## src/rtl/genius_param.sv

```systemverilog
// genius_param: parametrised "Genius"/Simon memory game. An LFSR extends a symbol
// sequence by one entry per level; the player echoes it back on one-hot buttons.
module genius_param #(
  parameter int unsigned NUM_BTNS      = 4,
  parameter int unsigned MAX_LEVEL     = 16,
  parameter int unsigned SHOW_TICKS    = 4,
  parameter int unsigned GAP_TICKS     = 2,
  parameter int unsigned TIMEOUT_TICKS = 1000,
  parameter int unsigned SYM_W         = (NUM_BTNS > 1) ? $clog2(NUM_BTNS) : 1,
  parameter int unsigned LVL_W         = $clog2(MAX_LEVEL + 1)
) (
  input  logic                 clock,
  input  logic                 reset,
  input  logic                 start,
  input  logic [15:0]          seed,
  input  logic [NUM_BTNS-1:0]  btn,
  output logic                 show_valid,
  output logic [SYM_W-1:0]     show_symbol,
  output logic [LVL_W-1:0]     level,
  output logic [MAX_LEVEL-1:0] progress,
  output logic                 busy,
  output logic                 win,
  output logic                 lose
);

  localparam int unsigned AW        = (MAX_LEVEL > 1) ? $clog2(MAX_LEVEL) : 1;
  localparam int unsigned TICK_MX   = (SHOW_TICKS > GAP_TICKS) ? SHOW_TICKS : GAP_TICKS;
  localparam int unsigned TW        = (TICK_MX > 0) ? $clog2(TICK_MX + 1) : 1;
  localparam int unsigned TOW       = (TIMEOUT_TICKS > 0) ? $clog2(TIMEOUT_TICKS + 1) : 1;
  localparam logic [15:0] LFSR_INIT = 16'hACE1;

  typedef enum logic [2:0] {
    IDLE, SHOW_ON, SHOW_GAP, WAIT_INPUT, LEVEL_UP, WIN, LOSE
  } state_e;

  state_e               state_q, state_d;
  logic [LVL_W-1:0]     index_q, index_d;
  logic [LVL_W-1:0]     level_q, level_d;
  logic [MAX_LEVEL-1:0] progress_q, progress_d;
  logic [TW-1:0]        tick_q, tick_d;
  logic [TOW-1:0]       to_q, to_d;
  logic [15:0]          lfsr_q, lfsr_d;
  logic [NUM_BTNS-1:0]  btn_prev_q;
  logic                 show_valid_q, show_valid_d;
  logic [SYM_W-1:0]     show_symbol_q, show_symbol_d;
  logic                 busy_q, busy_d;
  logic                 win_q, win_d;
  logic                 lose_q, lose_d;

  logic [SYM_W-1:0]     mem_q [MAX_LEVEL];
  logic                 mem_we;
  logic [AW-1:0]        mem_waddr;
  logic [SYM_W-1:0]     mem_wdata;

  logic                 seq_done;
  logic [15:0]          seed_eff;
  logic [NUM_BTNS-1:0]  press;
  logic [SYM_W-1:0]     cur_sym;
  logic [NUM_BTNS-1:0]  exp_btn;
  logic                 correct;
  logic [SYM_W-1:0]     disp_sym;

  function automatic logic [15:0] lfsr_step(input logic [15:0] v);
    return {v[14:0], v[15] ^ v[13] ^ v[12] ^ v[10]};
  endfunction

  function automatic logic [SYM_W-1:0] to_sym(input logic [15:0] v);
    return SYM_W'(v % 16'(NUM_BTNS));
  endfunction

  assign seed_eff = (seed == 16'h0000) ? LFSR_INIT : seed;
  assign press    = btn & ~btn_prev_q;
  assign cur_sym  = mem_q[AW'(index_q)];
  assign exp_btn  = NUM_BTNS'(1) << cur_sym;
  assign correct  = (press == exp_btn) && (btn == exp_btn);

  // Next-state and datapath updates
  always_comb begin
    state_d    = state_q;
    index_d    = index_q;
    level_d    = level_q;
    progress_d = progress_q;
    tick_d     = tick_q;
    to_d       = to_q;
    lfsr_d     = lfsr_q;
    mem_we     = 1'b0;
    mem_waddr  = '0;
    mem_wdata  = '0;
    seq_done   = 1'b0;

    unique case (state_q)
      IDLE, WIN, LOSE: begin
        if (start) begin
          mem_we     = 1'b1;
          mem_waddr  = '0;
          mem_wdata  = to_sym(seed_eff);
          lfsr_d     = lfsr_step(seed_eff);
          level_d    = LVL_W'(1);
          progress_d = '0;
          index_d    = '0;
          tick_d     = '0;
          to_d       = '0;
          state_d    = SHOW_ON;
        end
      end
      SHOW_ON: begin
        if (tick_q == TW'(SHOW_TICKS - 1)) begin
          tick_d = '0;
          if (GAP_TICKS != 0) state_d = SHOW_GAP;
          else                seq_done = 1'b1;
        end else begin
          tick_d = tick_q + TW'(1);
        end
      end
      SHOW_GAP: begin
        if (tick_q == TW'(GAP_TICKS - 1)) begin
          tick_d   = '0;
          seq_done = 1'b1;
        end else begin
          tick_d = tick_q + TW'(1);
        end
      end
      WAIT_INPUT: begin
        if (press != '0) begin
          if (correct) begin
            progress_d[AW'(index_q)] = 1'b1;
            to_d    = '0;
            index_d = index_q + LVL_W'(1);
            if (index_d == level_q)
              state_d = (level_q == LVL_W'(MAX_LEVEL)) ? WIN : LEVEL_UP;
          end else begin
            state_d = LOSE;
          end
        end else if (TIMEOUT_TICKS != 0) begin
          to_d = to_q + TOW'(1);
          if (to_d == TOW'(TIMEOUT_TICKS)) state_d = LOSE;
        end
      end
      LEVEL_UP: begin
        mem_we     = 1'b1;
        mem_waddr  = AW'(level_q);
        mem_wdata  = to_sym(lfsr_q);
        lfsr_d     = lfsr_step(lfsr_q);
        level_d    = level_q + LVL_W'(1);
        progress_d = '0;
        index_d    = '0;
        tick_d     = '0;
        state_d    = SHOW_ON;
      end
      default: state_d = IDLE;
    endcase

    // End of one displayed symbol: show the next one or hand over to the player
    if (seq_done) begin
      if ((index_q + LVL_W'(1)) < level_q) begin
        index_d = index_q + LVL_W'(1);
        state_d = SHOW_ON;
      end else begin
        index_d = '0;
        to_d    = '0;
        state_d = WAIT_INPUT;
      end
    end
  end

  // Bypass the memory when the symbol being shown is written this same cycle
  assign disp_sym = (mem_we && (mem_waddr == AW'(index_d))) ? mem_wdata : mem_q[AW'(index_d)];

  always_comb begin
    show_valid_d  = (state_d == SHOW_ON);
    show_symbol_d = (state_d == SHOW_ON) ? disp_sym : '0;
    busy_d        = !((state_d == IDLE) || (state_d == WIN) || (state_d == LOSE));
    win_d         = (state_d == WIN);
    lose_d        = (state_d == LOSE);
  end

  always_ff @(posedge clock or negedge reset) begin
    if (!reset) begin
      state_q       <= IDLE;
      index_q       <= '0;
      level_q       <= '0;
      progress_q    <= '0;
      tick_q        <= '0;
      to_q          <= '0;
      lfsr_q        <= LFSR_INIT;
      btn_prev_q    <= '0;
      show_valid_q  <= 1'b0;
      show_symbol_q <= '0;
      busy_q        <= 1'b0;
      win_q         <= 1'b0;
      lose_q        <= 1'b0;
    end else begin
      state_q       <= state_d;
      index_q       <= index_d;
      level_q       <= level_d;
      progress_q    <= progress_d;
      tick_q        <= tick_d;
      to_q          <= to_d;
      lfsr_q        <= lfsr_d;
      btn_prev_q    <= btn;
      show_valid_q  <= show_valid_d;
      show_symbol_q <= show_symbol_d;
      busy_q        <= busy_d;
      win_q         <= win_d;
      lose_q        <= lose_d;
    end
  end

  // Sequence storage needs no reset: every entry is written before it is read
  always_ff @(posedge clock) begin
    if (mem_we) mem_q[mem_waddr] <= mem_wdata;
  end

  assign show_valid  = show_valid_q;
  assign show_symbol = show_symbol_q;
  assign level       = level_q;
  assign progress    = progress_q;
  assign busy        = busy_q;
  assign win         = win_q;
  assign lose        = lose_q;

endmodule
```

## config.mk

```make
export PLATFORM = sky130hd
export DESIGN_NAME = genius_param
export DESIGN_NICKNAME = d
export VERILOG_FILES = /design/src/rtl/genius_param.sv
export SDC_FILE = /design/constraint.sdc
export NUM_CORES = 1
export LEC_CHECK = 0
export BUFFER_PORTS_ARGS = -buffer_cell sky130_fd_sc_hd__buf_4
export CORE_MARGIN = 8
export CORE_UTILIZATION = 54
export CTS_BUF_LIST = sky130_fd_sc_hd__clkbuf_8 sky130_fd_sc_hd__clkbuf_16
export DETAILED_ROUTE_END_ITERATION = 8
export GPL_TIMING_DRIVEN = 0
export PLACE_DENSITY = 0.77
export SYNTH_ARGS = -nofsm -noshare
export SYNTH_HDL_FRONTEND = slang
export SYNTH_SLANG_ARGS = --single-unit
```

## constraint.sdc

```tcl
create_clock -name clock -period 4 [get_ports clock]
set_input_delay 0.8 -clock clock [delete_from_list [all_inputs] [get_ports clock]]
set_output_delay 0.8 -clock clock [all_outputs]
set_load 0.01 [all_outputs]
```

After elaboration in Yosys (flattened, before gate mapping)
Memories as Yosys holds them, arrays and structs flattened. Cells that the tools add are included.

Word-level logic and storage cells: 122. Bits in registers: 68. Bits in writable memories: 32. Memories kept: 1.

Equal/unequal tests: 23. $lt $le $gt $ge: 3. Reduce and logical (&&, ||, !) cells: 19. Bitwise gates (word level): 9. Add/subtract/negate cells: 4. Shift-type cells: 1. Mux-type cells: 48.

Memory list: mem_q (words 16, width 2, rd ports 2, clocked after Yosys merged registers in 0, wr ports 1, RTL line 50) `logic [SYM_W-1:0] mem_q [MAX_LEVEL];`.

Operators with widths (number): $mux W16 (5); $mux W10 (5); $pmux W16 S3 (1); $pmux W16 S2 (1); $mux W3 (10); $mux W5 (6); $pmux W10 S2 (1); $logic_not A16 Y1 (1); $or A16 B16 Y16 (1); $eq A3 B3 Y1 const B (5); $pmux W3 S5 (1); $pmux W5 S3 (1); $eq A4 B4 Y1 (3); $pmux W3 S4 (1); $reduce_bool A4 Y1 (3); $add A10 B1 Y10 const B (1); $add A5 B1 Y5 const B (2); $eq A10 B10 Y1 const B (1); $pmux W5 S2 (1); $eq A3 B1 Y1 const B (3); $eq A3 B2 Y1 const B (3); $ne A3 B3 Y1 const B (3); $mux W2 (4); $reduce_and A4 Y1 (2); other kinds (24) (42).

Depth between registers and ports, before layout
Gate-level depths: netlist of run 1.

Word-level depth: 12. Mapped depth: 17.

Worst setup path after synthesis of run 1
OpenSTA, ideal clock, no wires.

Path kind: register -> register. Start point: reg index_q[0]. End point: reg show_symbol_q[1] (netlist: show_symbol[1]). Slack: 0.254 ns. Arrival time: 3.622 ns. Path buffers: 2. Stages on the path, launching flop included: 16. Data required time: 3.876 ns. Setup time: 0.124 ns. Period minus slack after synthesis: 3.746 ns. Cells stage by stage: dfrtp_1 > buf_6 > inv_1 > ha_1 > ha_1 > nor2b_1 > o21a_1 > o21a_1 > o21a_1 > nor3_1 > nor3b_4 > buf_6 > a221o_2 > a21oi_1 > o211ai_1 > o31a_1.

Cells in the longest elaborated chain, start to end: 12.

RTL lines: from (decl) (RTL line 37) `logic [LVL_W-1:0] index_q, index_d;`; from (signal assigned) (RTL line 194) `index_q <= index_d;`; parallel branches: the longest is 11 deep, another holds $mem_v2 Z16 W2; $mux W2 * (RTL line 171) `show_symbol_d = (state_d == SHOW_ON) ? disp_sym : '0;`; via show_symbol_d[1] (RTL line 45) `logic [SYM_W-1:0] show_symbol_q, show_symbol_d;`; to (signal assigned) (RTL line 202) `show_symbol_q <= show_symbol_d;`; to (decl) (RTL line 45).

Mark *: on every way through the listed nets, which the timed path passes. The select of a mux whose other input is x is not followed. A chain may end at the register's enable or synchronous reset.

Worst setup path after layout of run 1
Same ends and word-level chain as after synthesis.

==> results of run 1 <==
## worst max-delay path, delay by kind of cell, from the launching register on
family	cells	cell delay, ps
muxes	4	1720
AOI/OAI and AO/OA	5	1000
buffers and inverters	3	460
DFF	1	440
and+or+nand+nor	1	170
## flip-flops by register name (all words and copies together), names as in the netlist
signal / flops
btn_prev_q: 4
busy: 1
index_q: 5
level: 5
lfsr_q: 16
lose: 1
mem_q: 32
progress: 16
show_symbol: 2
show_valid: 1
state_q: 3
tick_q: 3
to_q: 10
win: 1
## power by group
| part | total [W] | internal, W | leakage [nW] | switching, W |
|---|---|---|---|---|
| sequential | 0.00140 | 0.00127 | 1.17 | 0.000133 |
| combinational | 0.00184 | 0.000739 | 1.47 | 0.00110 |
| clock | 0.000600 | 0.000230 | 0.0880 | 0.000370 |
| total | 0.00384 | 0.00224 | 2.73 | 0.00160 |
## cells in the final DEF (no fill, tap or decap), types with 5 or more instances in the layout
| cell type | synthesis | final |
|---|---|---|
| inv_1 | 28 | 28 |
| nor2_1 | 70 | 70 |
| mux2_2 | 6 | 6 |
| or3_1 | 7 | 7 |
| clkbuf_1 | 11 | 11 |
| a211o_2 | 6 | 6 |
| nand3_1 | 20 | 20 |
| a22oi_1 | 7 | 6 |
| ha_1 | 16 | 16 |
| xnor2_1 | 9 | 9 |
| and3_1 | 6 | 6 |
| nand4_1 | 10 | 10 |
| o21ai_0 | 23 | 22 |
| nand2_1 | 24 | 24 |
| edfxtp_1 | 32 | 32 |
| clkbuf_8 | 0 | 9 |
| mux2i_1 | 10 | 10 |
| nor3_1 | 9 | 8 |
| mux4_1 | 6 | 5 |
| nor2b_1 | 8 | 8 |
| nor4_1 | 13 | 13 |
| o211ai_1 | 6 | 6 |
| dfstp_2 | 8 | 8 |
| a21oi_1 | 47 | 47 |
| and2_1 | 9 | 9 |
| nand2b_1 | 12 | 12 |
| buf_4 | 1 | 59 |
| dfrtp_1 | 60 | 59 |
| o22ai_1 | 10 | 10 |
## logic make-up after synthesis
| kind of cell | Yosys count | share of synthesized area |
|---|---|---|
| AND/OR/NAND/NOR | 201 | 0.183 |
| AO/OA/AOI/OAI | 138 | 0.160 |
| buffers and inverters | 50 | 0.0422 |
| flip-flops | 100 | 0.477 |
| multiplexers | 28 | 0.0775 |
| adder cells (fa/ha/maj) | 18 | 0.0411 |
| XOR/XNOR | 12 | 0.0188 |
## Yosys cell counts, types with 10 or more instances
library cell,number,area share
clkbuf_1,11,0.0074
o22ai_1,10,0.011
mux2i_1,10,0.018
dfrtp_1,60,0.27
nand2_1,24,0.016
nor2_1,70,0.047
nand3_1,20,0.018
o21ai_0,23,0.021
nand2b_1,12,0.013
edfxtp_1,32,0.17
ha_1,16,0.036
inv_1,28,0.019
nand4_1,10,0.011
nor4_1,13,0.015
a21oi_1,47,0.042
## what timing repair did
| item | CTS | global route |
|---|---|---|
| buffers inserted | 3 | 6 |
| endpoints found under the hold margin | 0 | 0 |
| cloned | 0 | 0 |
| pin swaps | 0 | 2 |
| setup endpoints to repair | 2 | 2 |
| gates resized for setup | 4 | 10 |
## area by class of cell
class                           instances  area share
Buffer                                 20      0.0206
Multi-Input combinational cell        397       0.423
Clock inverter                          7     0.00758
Clock buffer                            9      0.0192
Inverter                               30      0.0183
Timing Repair Buffer                   58      0.0696
Sequential cell                       100       0.416
Tap cell                              136      0.0264
## per-layer routing
| layer | GRT usage | wire [µm] |
|---|---|---|
| met2 | 0.331 | 6650 |
| met4 | 0.0753 | 243 |
| met5 | 0 | 0 |
| met3 | 0.0393 | 925 |
| met1 | 0.257 | 6040 |
## worst paths after layout
kind,start,endpoint,slack (ps),depth (start not counted)
worst max-delay path,index_q[0]$_DFF_PN0_,show_symbol[1]$_DFF_PN0_,70,13
worst min-delay path,progress[4]$_DFFE_PN0P_,progress[4]$_DFFE_PN0P_,500,2
worst max register to register,index_q[0]$_DFF_PN0_,show_symbol[1]$_DFF_PN0_,70,13
worst min register to register,progress[4]$_DFFE_PN0P_,progress[4]$_DFFE_PN0P_,500,2
max in group asynchronous,reset,index_q[0]$_DFF_PN0_,2870,1
min in group asynchronous,reset,to_q[0]$_DFF_PN0_,550,1
## stage by stage
stage | TNS [ps] | std cells | setup WS (ps) | instance area [µm²]
after detailed placement | -1010 | 732 | -513 | 6140
after global placement | -899 | 732 | -463 | 6140
after floorplan | 0 | 547 | 254 | 5600
after global routing | -20.2 | 757 | -12.1 | 6430
after CTS | 0 | 751 | 34.1 | 6360
final | 0 | 757 | 72.6 | 6430
==> run metrics, run 1 <==
CORE AREA 10,200 µm²; synthesized area 5600 µm²; crit path max-delay cell type mux4_2; Die Width 118 µm; Top cell by count, worst path mux4_2; outcome finished, final reports clean; Final nets 656; std cell rows 37; io pins 50; TritonRoute pass-1 iters 5; vias in the first global route 4,663; # diodes 0; syn avg cell area 10.2 µm²; startpoint types flop; IO Port Bufs 49; worst-case clock buffer depth 2; clk slew on worst S/H paths 100 ps; share of cells above drive strength 1 0.193; first-pass GRT wire length 23.0 mm; Worst EP required 4260 ps; pin count of the biggest net entering global routing 69; worst hold slack 503 ps; Max H-tree Level 3; CTS tree done; register area share after synthesis 0.477; post-synthesis cell count 547; crit-path max FO 10; headroom to the max-slew limit 0.213; clk_lat worst skew 370 ps; Worst EP arrival 4190 ps; hpwl dp 10.1 mm; maximum vdd drop 0.286 mV; Area Overhead vs Synth 14.9%; CP Capture Type flop; die area 13,900 µm²; Power Total 0.00384 W; Leakage Power 2.73 nW; PD cells 597 nW/µm²; initial antenna violation count 0; final core occ 0.632; GRT Total Usage 0.201; Pins Over Slew Limit 0; ANT nets after route 0; CP Class reg2reg; top_reg_cell synth dfrtp_1; Final setup viols 0; Synth cell types 66; synthesis-stage register bit count 100; register area 2670 µm²; syn_nets 587; Period minus WS final 3930 ps; number of synthesized flops with an enable pin 32; hold_buf cts 0; crit-path cells buf_12 -> mux4_2 -> mux4_2 -> mux2_2 -> a22oi_2 -> mux2_1 -> nor3b_4 -> buf_4 -> buf_6 -> a221o_2 -> a21oi_1 -> o211ai_1 -> o31a_1; f_max 0.255 GHz; hold violation count in the final report 0; area of the multi-input gates 2720 µm²; die height 118 µm; Clock Sinks 100; Overflow after GRT 0; clk root buf clkbuf_8; max_cap viols 0; filler cell count 852; YS warnings 0; slowest stage delay, CP 550 ps; Starting Density 0.550; worst clock skew 10.7 ps; WL final 13.9 mm; cts bufs inserted 9; final worst-path cycle share 0.982; routability-driven placement congestion ratio 0.873; Hold Path Class reg2reg; WL per Instance 18.3 µm; routed via count 4,622; DR vias/cell 6.11; async set-reset flop share out of synthesis 0.680; Iteration-0 DRC Markers 414; Tightest Pin Transition 1180 ps; DRC viols 0
Power figures use the tool's default switching activity.
==> run 2, diff against run 1 <==
- CORE_UTILIZATION: 54 -> 50
- PLACE_DENSITY: 0.77 -> 0.7
- clock period: 4 -> 3.77 ns (I/O delays scaled with it)
==> run 2 against run 1 <==
Sequential cell count stayed put; power up 9.9%; critical endpoint unchanged; combinational power increased by 9.8%; first-iteration DRC count shrank 11%; cell area rose by 1.6%; sequential power grew 6%; highest routed layer unchanged; count of clock-buffer cells in the layout did not move; global-route usage fell by 1.1 points; wire length is 1.5% lower; the run now ends with setup timing left; hold slack worse by 30 ps; worst setup slack lost 120 ps.
==> run metrics, run 2 (synthesized netlist as in run 1, its figures left out) <==
Hold Path Class in2async (was reg2reg); flip-flop count of the largest register after layout 32 (unchanged); Final nets 664 (was 656); IO Port Bufs 49 (unchanged); cts bufs inserted 9 (unchanged); Most flops, register mem_q (unchanged); CORE AREA 10,900 µm² (was 10,200 µm²); routed via count 4,622 (unchanged); clk root buf clkbuf_8 (unchanged); Iteration-0 DRC Markers 368 (was 414); leading cell type in the layout, fill and taps excluded nor2_1 (unchanged); cell family with most CP delay multiplexers (unchanged); Max H-tree Level 3 (unchanged); Final setup viols 1 (was 0); final worst-path cycle share 1.01 (was 0.982); Starting Density 0.514 (was 0.550); initial antenna violation count 0 (unchanged); maximum vdd drop 0.310 mV (was 0.286 mV); CP Class reg2reg (unchanged); Worst EP arrival 4130 ps (was 4190 ps); first-pass GRT wire length 22.7 mm (was 23.0 mm); DRC viols 0 (unchanged); Clock Sinks 100 (unchanged); slowest stage delay, CP 560 ps (was 550 ps); worst clock skew 7.54 ps (was 10.7 ps); die height 122 µm (was 118 µm); PD cells 645 nW/µm² (was 597 nW/µm²); WL per Instance 17.8 µm (was 18.3 µm); die area 14,800 µm² (was 13,900 µm²); setup TNS -42.8 ps (was 0 ps); Worst EP required 4090 ps (was 4260 ps); final worst slack -42.8 ps (was 72.6 ps); std cell rows 38 (was 37); GRT Total Usage 0.190 (was 0.201); pin count of the biggest net entering global routing 69 (unchanged); max_cap viols 0 (unchanged); io pins 50 (unchanged); Placed Area 6140 µm² (about the same); routability-driven placement congestion ratio 0.950 (was 0.873); outcome finished, violations left (was finished, final reports clean); vias in the first global route 4,547 (was 4,663); Overflow after GRT 0 (unchanged); hpwl dp 9.99 mm (was 10.1 mm); filler cell count 902 (was 852); ANT nets after route 0 (unchanged); crit-path max FO 8 (was 10); headroom to the max-slew limit 0.355 (was 0.213); final core occ 0.601 (was 0.632); hold violation count in the final report 0 (unchanged); startpoint types flop (unchanged); crit path max-delay cell type mux4_2 (unchanged); share of cells above drive strength 1 0.215 (was 0.193); Buf/Inv on CP 2 (was 3); most frequent cells in the layout nor2_1, buf_4, dfrtp_1 (unchanged); crit-path cells buf_12 -> mux4_2 -> mux4_2 -> mux2_4 -> a22oi_2 -> mux2_4 -> nor3b_4 -> buf_6 -> nor3_1 -> or4b_1 -> o211ai_1 -> o31a_1 (was buf_12 -> mux4_2 -> mux4_2 -> mux2_2 -> a22oi_2 -> mux2_1 -> nor3b_4 -> buf_4 -> buf_6 -> a221o_2 -> a21oi_1 -> o211ai_1 -> o31a_1); worst-case clock buffer depth 2 (unchanged); Pins Over Slew Limit 0 (unchanged); f_max 0.262 GHz (was 0.255 GHz); clk slew on worst S/H paths 100 ps (about the same); WL final 13.7 mm (was 13.9 mm); TritonRoute pass-1 iters 5 (unchanged); CP Capture Type flop (unchanged); # diodes 0 (unchanged); DR vias/cell 6.01 (was 6.11); Die Width 122 µm (was 118 µm); Setup WS pre-CTS -752 ps (was -513 ps); RSZ-0062 raised after global routing true; post-route cell area 6540 µm² (was 6430 µm²); clk_lat worst skew 370 ps (about the same); Period minus WS final 3810 ps (was 3930 ps); CTS tree done (unchanged); Tightest Pin Transition 960 ps (was 1180 ps); Area Overhead vs Synth 16.8% (was 14.9%); failing checks setup timing; Leakage Power 2.79 nW (was 2.73 nW)
## run 2: metal layers
| layer | track usage | routed length, µm | vias to the layer above |
|---|---|---|---|
| met2 | 0.297 | 6270 | 192 |
| met1 | 0.252 | 6060 | 2222 |
| li1 | - | - | 2183 |
| met3 | 0.0440 | 1010 | 25 |
| met4 | 0.0717 | 327 | 0 |
| met5 | 0 | 0 | - |
## run 2: path summary, 6_finish.rpt
path / start / endpoint / slack [ps] / cells past startpoint
max: index_q[0]$_DFF_PN0_ / show_symbol[1]$_DFF_PN0_ / -40 / 12
min: reset / lfsr_q[12]$_DFFE_PN0P_ / 470 / 1
max reg2reg: index_q[0]$_DFF_PN0_ / show_symbol[1]$_DFF_PN0_ / -40 / 12
min reg2reg: lfsr_q[2]$_DFFE_PN0P_ / lfsr_q[2]$_DFFE_PN0P_ / 490 / 2
max in group asynchronous: reset / index_q[0]$_DFF_PN0_ / 2660 / 1
min in group clock: lfsr_q[2]$_DFFE_PN0P_ / lfsr_q[2]$_DFFE_PN0P_ / 490 / 2
## run 2: power breakdown
group | total, W | internal (W) | switching [W] | leakage, nW
clock | 0.000713 | 0.000317 | 0.000396 | 0.102
sequential | 0.00149 | 0.00135 | 0.000139 | 1.17
combinational | 0.00202 | 0.000843 | 0.00118 | 1.51
## run 2: per-stage QoR
step,hold WS [ps],instances,power (W)
after global placement,466,736,0.00329
after floorplan,447,547,0.00280
after CTS,495,762,0.00414
after global routing,506,769,0.00451
final,472,769,0.00422
after detailed placement,464,736,0.00333
## run 2: final cells by class
type                       instances  area (µm²)  area share
multi-input combinational        397        2730       0.417
sequential                       100        2670       0.409
timing repair buffer              67         504      0.0771
tap                              140         175      0.0268
buffer                            19         133      0.0203
clock buffer                       9         124      0.0189
inverter                          30         118      0.0180
clock inverter                     7        83.8      0.0128
## run 2: repair_timing
item | 4_1_cts | 5_1_grt
pin swaps | 1 | 5
setup endpoints to repair | 2 | 2
cloned | 0 | 1
resized for setup | 11 | 10
hold buffers | 0 | 0
hold endpoints to repair | 0 | 0
setup buffers | 10 | 7
